`src/rtl/fetch_unit.sv`:
```
// Instruction fetch stage: owns the PC, drives the synchronous ROM, resolves next PC.
// Define FETCH_JAL_EN to enable jal support (jump input and link_pc).
module fetch_unit #(
   parameter int              PC_W     = 8,
   parameter logic [PC_W-1:0] RESET_PC = '0
) (
   input  logic            clk,
   input  logic            rst_n,
   input  logic            stall,
   output logic [PC_W-1:0] rom_addr,
   input  logic [31:0]     rom_data,
   output logic [31:0]     instr,
   output logic            instr_valid,
   output logic [PC_W-1:0] pc,
   output logic [PC_W-1:0] link_pc,
   input  logic            branch,
   input  logic            jump,
   input  logic            zero,
   input  logic [31:0]     imm,
   output logic            halted,
   output logic            misalign
);

   localparam logic [1:0] S_FETCH = 2'd0;
   localparam logic [1:0] S_WAIT  = 2'd1;
   localparam logic [1:0] S_EXEC  = 2'd2;
   localparam logic [1:0] S_HALT  = 2'd3;

   logic [1:0]      state;
   logic [PC_W-1:0] pc_q;
   logic [31:0]     instr_q;
   logic            halted_q;
   logic            misalign_q;

   logic [PC_W-1:0] pc_inc;
   logic [PC_W-1:0] offset;
   logic [PC_W-1:0] target;
   logic            cond;
   logic            taken;
   logic            unused_in;

   // imm is a halfword offset; bit 0 of the byte offset is implied zero
   assign pc_inc = pc_q + PC_W'(3'd4);
   assign offset = {imm[PC_W-2:0], 1'b0};
   assign target = pc_q + offset;
   assign cond   = branch & (instr_q[12] ^ zero);

`ifdef FETCH_JAL_EN
   assign taken     = jump | cond;
   assign link_pc   = pc_inc;
   assign unused_in = ^imm[31:PC_W-1];
`else
   assign taken     = cond;
   assign link_pc   = '0;
   assign unused_in = ^{imm[31:PC_W-1], jump};
`endif

   always_ff @(posedge clk or negedge rst_n) begin
      if (!rst_n) begin
         state      <= S_FETCH;
         pc_q       <= RESET_PC;
         instr_q    <= '0;
         halted_q   <= 1'b0;
         misalign_q <= 1'b0;
      end else begin
         unique case (state)
            S_FETCH: state <= S_WAIT;
            S_WAIT: begin
               instr_q <= rom_data;
               if (rom_data == 32'd0) begin
                  state    <= S_HALT;
                  halted_q <= 1'b1;
               end else begin
                  state <= S_EXEC;
               end
            end
            S_EXEC: begin
               if (!stall) begin
                  if (taken && target[1]) begin
                     misalign_q <= 1'b1;
                     state      <= S_HALT;
                  end else begin
                     pc_q  <= taken ? target : pc_inc;
                     state <= S_FETCH;
                  end
               end
            end
            S_HALT: state <= S_HALT;
            default: state <= S_FETCH;
         endcase
      end
   end

   assign rom_addr    = pc_q;
   assign pc          = pc_q;
   assign instr       = instr_q;
   assign instr_valid = (state == S_EXEC);
   assign halted      = halted_q;
   assign misalign    = misalign_q;

endmodule

```
`config.mk`:
```
export PLATFORM = sky130hd
export DESIGN_NAME = fetch_unit
export DESIGN_NICKNAME = d
export VERILOG_FILES = /design/src/rtl/fetch_unit.sv
export SDC_FILE = /design/constraint.sdc
export NUM_CORES = 1
export LEC_CHECK = 0
export ABC_AREA = 0
export CAP_MARGIN = 40
export CORE_AREA = 2 2 77 79
export DETAILED_ROUTE_END_ITERATION = 8
export DIE_AREA = 0 0 79 81
export PLACE_DENSITY = 0.88
export SYNTH_ARGS = -nofsm -noshare
export SYNTH_HDL_FRONTEND = slang
export SYNTH_SLANG_ARGS = --single-unit
```
`constraint.sdc`:
```
create_clock -name clk -period 3.73 [get_ports clk]
set_clock_uncertainty 0.2 [all_clocks]
set_input_delay 0.9325 -clock clk [delete_from_list [all_inputs] [get_ports clk]]
set_output_delay 0.9325 -clock clk [all_outputs]
set_load 0.1 [all_outputs]
```
# Yosys cells after proc, flatten, opt, wreduce, memory -nomap -nowiden
# Cells that the tools add are included.
dict set report totals {
  ff_bits 44
  in_bits 70
  elab_cells 26
}
dict set report op_classes {
  add_sub_neg 2
  eq_ne 4
  mux 5
  bitwise 4
  reduce_logical 6
}
# operator count
set op_table {}
lappend op_table {{32-bit zero test} 1}
lappend op_table {{8-bit by 3-bit adder with 8-bit output, second input constant} 1}
lappend op_table {{8-bit adder} 1}
lappend op_table {{8-bit 2-to-1 mux} 1}
lappend op_table {{2-bit case mux with 4 select lines} 1}
lappend op_table {{3-bit AND reduction} 2}
lappend op_table {{2-bit equality test, second input constant} 2}
lappend op_table {{2-bit 2-to-1 mux} 2}
lappend op_table {{2-bit by 1-bit equality test with 1-bit output, second input constant} 1}
lappend op_table {{2-bit zero test} 1}
lappend op_table {{2-bit inequality test, second input constant} 1}
lappend op_table {{1-bit inverter} 2}
lappend op_table {{2-bit AND reduction} 1}
lappend op_table {{1-bit bitwise AND} 1}
lappend op_table {{1-bit logical AND} 1}
lappend op_table {{1-bit 2-to-1 mux} 1}
lappend op_table {{1-bit XOR} 1}

# Depth between registers and ports, before layout
# Gate-level depths: netlist (run 1).
dict set report logic_depth {
  word_depth 6
  mapped_depth 7
  depth_no_buf 7
}

# Worst setup path before layout (run 1)
# OpenSTA, ideal clock, no wires.
dict set report synth_path {
  path_type {register to output}
  start {reg state[0]}
  end {out instr_valid}
  t_arrival_ps 1762
  required_time_ps 2598
  setup_slack_ps 836
  path_stages_with_launch 2
  path_buffers 0
  cell_sequence {dfrtp_1 nor2b_1}
}
dict set report synth_via {
  elab_chain_len 1
}
# element line
set synth_rtl {}
lappend synth_rtl {{start, declared} 29} ;# logic [1:0] state;
lappend synth_rtl {{start signal, assigned} 60} ;# state <= S_FETCH;
lappend synth_rtl {{start signal, assigned} 67} ;# S_FETCH: state <= S_WAIT;
lappend synth_rtl {{start signal, assigned} 71} ;# state <= S_HALT;
lappend synth_rtl {{2-bit equality test} 97} ;# assign instr_valid = (state == S_EXEC);
lappend synth_rtl {{end, declared} 13} ;# output logic instr_valid,
# No other way between the ends.

# Worst setup path after layout (run 1)
dict set report layout_path {
  start {in imm[0]}
  end {reg pc_q[7] (netlist: pc[7])}
}
dict set report layout_via {
  elab_chain_len 4
}
# element line
set layout_rtl {}
lappend layout_rtl {{start, declared} 19} ;# input logic [31:0] imm,
lappend layout_rtl {{8-bit adder *} 45} ;# assign target = pc_q + offset;
lappend layout_rtl {{1-bit logical AND} 79} ;# if (taken && target[1]) begin
lappend layout_rtl {{1-bit inverter (no source line)} -}
lappend layout_rtl {{3-bit AND reduction (no source line)} -}
lappend layout_rtl {{end signal, assigned} 83} ;# pc_q <= taken ? target : pc_inc;
lappend layout_rtl {{end, declared} 30} ;# logic [PC_W-1:0] pc_q;
# Mark *: on every way between the ends. The rest lies on a longest branch, timed or not.
# A chain may end at the register's enable or synchronous reset.

==> summary.md, run 1 <==
| Metric | Value |
|---|---|
| Dpl ws | `0.570 ns` |
| Crit-path slowest cell | `clkdlybuf4s50_1` |
| Delay-heaviest family, CP | `adder cells` |
| Clock Pin Slew Worst Setup and Hold Paths | `0.09 ns` |
| I/O Buffers | `92` |
| Seq/Total Area, Yosys | `48.8%` |
| FP Rows | `28` |
| Worst path depth | `8` |
| P&R area growth vs syn | `43.0%` |
| Post-DR wirelength/cell | `14.2 microns` |
| GP Congestion | `0.762` |
| Final setup viols | `0` |
| Slew headroom | `64.8%` |
| Synth top area share | `48.8%` |
| Core ar. | `5680 sq um` |
| Detail Placement HPWL | `3950 microns` |
| Async set-reset flop share out of synthesis | `100%` |
| Buf+Inv Stages, Crit Path | `1` |
| DRT Wirelength | `5000 microns` |
| Post_cts resized | `0` |
| Number of flops mapped to enable cells by yosys | `0` |
| Die X | `79 microns` |
| Max-slew violation count | `0` |
| Clock root cell | `clkbuf_8` |
| DRC viols | `0` |
| H-Tree Depth | `2` |
| Routed Antenna Nets | `0` |
| MaxCap Viol Count | `0` |
| Synth top cells by count | `dfrtp_1 (43), mux2_2 (32), buf_4 (17)` |
| Cts-stage hold buffer count | `0` |
| Final hold violations | `0` |
| Vias in the first global route | `1726` |
| Crit path from | `imm[0]` |
| Avg Inst Size Synth | `11.7 sq um` |
| Yosys cell types | `42` |
| Dpl cells | `344` |
| Initial core utilization | `38.9%` |
| CP Cell Sequence | `clkdlybuf4s50_1, ha_1, fa_1, a21oi_1, nand4b_1, a2111oi_2, a311oi_1, o21ai_0` |
| Yosys Warn Count | `0` |
| Grt ovf | `0` |
| Cell Count, Final, Fillers Out | `352` |
| Worst path arrival time | `2.79 ns` |
| Tightest Hold Check Type | `reg -> reg` |
| Final Worst Setup Slack | `0.912 ns` |
| Max Root-Sink Buffers | `2` |
| Final period util | `75.5%` |
| Setup_tns | `0 ns` |
| Die area | `6400 sq um` |
| Critical path peak fanout | `4` |
| Synth Flop Type | `dfrtp_1` |
| Vias | `1748` |
| DRT iter0 DRCs | `47` |
| Number of antenna repair diodes | `0` |
| Skew-Pair Late Insertion Delay | `0.29 ns` |
| CTS tree | `done` |
| Vias per cell | `4.97` |
| Sink Count | `43` |
| CTS buffer count | `5` |
| First-pass GRT wire length | `7960 microns` |
| CP Capture Point | `pc[7]` |
| Worst Tran Pin Value | `0.527 ns` |
| CP Capture Type | `flop` |
| Min Tclk post-route | `2.82 ns` |
| Fin nets | `354` |
| Die height | `81 microns` |
| Synth Instances | `188` |
| Post-CTS setup buffer count | `0` |
| Worst r2r src | `pc[1]` |
| Synth Cell Area | `2210 sq um` |
| Reg2reg setup slack | `1.51 ns` |
| RSZ-0062 raised after global routing | `false` |
| Ports | `129` |
| Most frequent cell after synthesis | `dfrtp_1` |
| Status | `completed` |
| Ranking of synthesized cells by area | `dfrtp_1 (49%), mux2_2 (16%), buf_4 (5.8%)` |
| All-layer global routing usage | `15.9%` |
| 1st-pass router iterations | `3` |
| Fraction of layout cells with a size suffix above 1 | `34.3%` |
| R2R cell count | `7` |
| WP data required | `3.71 ns` |
| Largest net degree at the start of global routing | `35` |
| FMAX | `355 MHz` |
| Antenna violations before repair | `0` |
| Setup CP Type | `in -> reg` |
| #FFs+latches synth | `43` |
| Top cell type by total area after synthesis | `dfrtp_1` |
| Largest stage delay on the critical path | `0.41 ns` |
| Critical R2R Capture | `pc[7]` |
| Worst setup SP type | `input port` |
==> placed cells by master (no fill, tap or decap), types with 3 or more instances in the layout <==
cell,n
a21o_1,3
a21oi_1,8
and3_1,3
buf_4,50
clkbuf_8,5
clkdlybuf4s50_1,42
conb_1,10
dfrtp_1,43
ha_1,7
mux2_2,32
nand2_1,4
nand3_1,5
nor2_1,6
nor4_1,9
o21ai_0,9
xor2_1,3
==> worst min-delay path by stage <==
stage                   from  depth (start not counted)       end  slack (ns)
floorplan           state[0]                          1  state[1]        0.29
global placement    misalign                          1  misalign        0.24
finish              misalign                          1  misalign        0.27
CTS                 misalign                          1  misalign        0.27
global route        misalign                          1  misalign        0.29
detailed placement  misalign                          1  misalign        0.25
==> sequential cells by signal, indices dropped and copies added (netlist names) <==
name	count
halted	1
instr	32
misalign	1
pc	7
state	2
==> metal layers <==
layer / vias up / share of wire (%) / global-route usage (%)
li1: 835 / - / -
met1: 833 / 40 / 17.8
met2: 74 / 50 / 28.1
met3: 6 / 8.9 / 5.89
met4: 0 / 1.4 / 5.34
met5: - / 0 / 0
==> final cells by class <==
type,count,area (sq um)
clock inverters,3,71.3
fillers,497,2520
well taps,75,93.8
multi-input cells,131,1010
clock buffers,5,68.8
inverters,1,3.75
repair buffers,94,828
flip-flops and latches,43,1080
==> through the flow <==
step / area, sq um / utilization (%) / hold slack, ns
finish: 3160 / 55.6 / 0.270
global placement: 2990 / 52.6 / 0.244
detailed placement: 3020 / 53.1 / 0.253
global route: 3160 / 55.6 / 0.290
floorplan: 2240 / - / 0.288
CTS: 3160 / 55.6 / 0.272
==> logic make-up (layout without fill, tap and decap cells) <==
family	Yosys count	in the layout	synth area share [%]
simple gates	45	45	11.7
flops	43	43	48.8
mux	33	33	16.8
compound gates	30	30	8.84
buf+inv	23	103	6.86
fa+ha+maj	8	8	4.88
xor+xnor	5	5	1.98
other cells	1	10	0.170
Power of run 1 is left out: the tool's default activity adds up to more than one toggle a clock period on the data nets, which glitch-free logic cannot reach.
==> run 2: changes to the inputs <==
CORE_AREA = 2 2 84 86   (was 2 2 77 79)
DIE_AREA = 0 0 86 88   (was 0 0 79 81)
PLACE_DENSITY = 0.79   (was 0.88)
clock period = 2.3 ns   (was 3.73 ns; I/O delays follow)
==> summary.md, run 2 (synthesis gave the netlist of run 1 again) <==
| Metric | Value |
|---|---|
| Critical R2R Capture | `pc[7] (unchanged)` |
| Grt ovf | `0 (unchanged)` |
| Setup CP Type | `in -> reg (unchanged)` |
| Worst setup SP type | `input port (unchanged)` |
| P&R area growth vs syn | `59.9% (was 43.0%)` |
| Die X | `86 microns (was 79 microns)` |
| All-layer global routing usage | `14.3% (was 15.9%)` |
| Setup_tns | `0 ns (unchanged)` |
| DR top layer | `met4 (unchanged)` |
| DRT iter0 DRCs | `47 (unchanged)` |
| Cell area after layout | `3530 sq um (was 3160 sq um)` |
| Dpl cells | `371 (was 344)` |
| Antenna violations before repair | `0 (unchanged)` |
| FP Rows | `30 (was 28)` |
| I/O Buffers | `92 (unchanged)` |
| Fin nets | `379 (was 354)` |
| Final Worst Setup Slack | `0.133 ns (was 0.912 ns)` |
| Ports | `129 (unchanged)` |
| M1 WL | `2310 microns (was 1980 microns)` |
| Sink Count | `43 (unchanged)` |
| H-Tree Depth | `2 (unchanged)` |
| Final period util | `94.2%` |
| Max-slew violation count | `0 (unchanged)` |
| Met2 wire length | `2510 microns (was 2500 microns)` |
| Routed length on met3 | `423 microns (was 443 microns)` |
| Critical path peak fanout | `4 (unchanged)` |
| Min Tclk post-route | `2.17 ns` |
| Initial core utilization | `33.2% (was 38.9%)` |
| Max Root-Sink Buffers | `2 (unchanged)` |
| WP data required | `2.26 ns (was 3.71 ns)` |
| CP Cell Sequence | `clkdlybuf4s50_1, ha_1, a21o_1, a21oi_4, a2111oi_2, a311oi_1, o21ai_1 (was clkdlybuf4s50_1, ha_1, fa_1, a21oi_1, nand4b_1, a2111oi_2, a311oi_1, o21ai_0)` |
| RSZ-0062 raised after global routing | `false (unchanged)` |
| CTS tree | `done (unchanged)` |
| Detail Placement HPWL | `4150 microns (was 3950 microns)` |
| Slew headroom | `63.0% (was 64.8%)` |
| CP Capture Type | `flop (unchanged)` |
| Fillcell total | `580 (was 497)` |
| Number of antenna repair diodes | `0 (unchanged)` |
| Final hold violations | `0 (unchanged)` |
| Vias | `1832 (was 1748)` |
| MaxCap Viol Count | `0 (unchanged)` |
| First-pass GRT wire length | `8600 microns (was 7960 microns)` |
| Die area | `7570 sq um (was 6400 sq um)` |
| Commonest cells after routing, fill and taps aside | `buf_4 (59), dfrtp_1 (39), clkdlybuf4s50_1 (39), mux2_2 (32), buf_12 (17) (was buf_4 (50), dfrtp_1 (43), clkdlybuf4s50_1 (42), mux2_2 (32), conb_1 (10))` |
| Cell Count, Final, Fillers Out | `382 (was 352)` |
| FMAX | `462 MHz` |
| Worst path arrival time | `2.13 ns (was 2.79 ns)` |
| DRT Wirelength | `5270 microns (was 5000 microns)` |
| Status | `completed (unchanged)` |
| Final setup viols | `0 (unchanged)` |
| Skew-Pair Late Insertion Delay | `0.29 ns (about the same)` |
| Die height | `88 microns (was 81 microns)` |
| CTS buffer count | `5 (unchanged)` |
| Tightest Hold Check Type | `in -> async (was reg -> reg)` |
| Routed Antenna Nets | `0 (unchanged)` |
| Dpl ws | `-0.459 ns (was 0.570 ns)` |
| 1st-pass router iterations | `4 (was 3)` |
| Fraction of layout cells with a size suffix above 1 | `42.4% (was 34.3%)` |
| Largest stage delay on the critical path | `0.41 ns (about the same)` |
| Largest net degree at the start of global routing | `44 (was 35)` |
| DP Area | `3390 sq um (was 3020 sq um)` |
| Clock root cell | `clkbuf_8 (unchanged)` |
| Largest register FFs | `32 (unchanged)` |
| Vias per cell | `4.80 (was 4.97)` |
| Reg2reg setup slack | `0.21 ns (was 1.51 ns)` |
| Post-DR wirelength/cell | `13.8 microns (was 14.2 microns)` |
| DRC viols | `0 (unchanged)` |
| Worst Tran Pin Value | `0.555 ns (was 0.527 ns)` |
| Worst r2r src | `pc[1] (unchanged)` |
| GP Congestion | `0.779 (was 0.762)` |
| Delay-heaviest family, CP | `compound AO/OA/AOI/OAI gates (was adder cells)` |
| Buf+Inv Stages, Crit Path | `1 (unchanged)` |
| Cts-stage hold buffer count | `0 (unchanged)` |
| Most common cell after layout, fill and taps aside | `buf_4 (unchanged)` |
| R2R cell count | `7 (unchanged)` |
| Crit-path slowest cell | `clkdlybuf4s50_1 (unchanged)` |
| Core ar. | `6640 sq um (was 5680 sq um)` |
| Vias in the first global route | `1834 (was 1726)` |
| Clock Pin Slew Worst Setup and Hold Paths | `0.08 ns (was 0.09 ns)` |
==> run 2: changes by cell type in the layout (fill, tap and decap cells not counted), sizes merged <==
| cell | previous run | this run |
|---|---|---|
| clkdlybuf4s50 | 42 | 39 |
| clkdlybuf4s15 | 0 | 1 |
| inv | 2 | 1 |
| clkbuf | 5 | 8 |
| buf | 52 | 77 |
| bufinv | 2 | 0 |
| dlymetal6s2s | 0 | 2 |
==> run 2: how the worst max path moves through the flow <==
stage                     startpoint  endpoint  cells after the start
after floorplan                pc[5]     pc[7]                      6
after global placement        imm[0]     pc[7]                      8
after detailed placement      imm[0]     pc[7]                      8
after CTS                      stall     pc[7]                      6
after global routing          imm[4]     pc[7]                      7
final                         imm[4]     pc[7]                      7
==> run 2: layer usage <==
metal / vias up / GRT usage, %
met3: 4 / 4.81
met5: - / 0
met1: 873 / 18.2
met4: 0 / 3.03
li1: 885 / -
met2: 70 / 23.7
==> run 2: cell type report <==
class / instances / area (sq um) / share of cell area, %
timing repair buffer: 119 / 1210 / 34.4
clock buffer: 8 / 80.1 / 2.27
multi-input combinational: 131 / 1050 / 29.8
tap: 80 / 100 / 2.84
inverter: 1 / 3.75 / 0.106
sequential: 43 / 1080 / 30.6
==> run 2: what timing repair did <==
item                       in CTS  in global routing
setup endpoints to repair       2                  3
pin swaps                       6                  6
buffers inserted                1                  2
resized for setup               5                  7
==> run 2: through the flow <==
| stage | hold slack, ns | utilization, % |
|---|---|---|
| after floorplan | 0.0794 | - |
| after global placement | 0.254 | 51.0 |
| after detailed placement | 0.267 | 51.0 |
| after CTS | 0.172 | 52.4 |
| after global routing | 0.201 | 53.1 |
| final | 0.150 | 53.1 |
Power of run 2 is left out for the same reason.
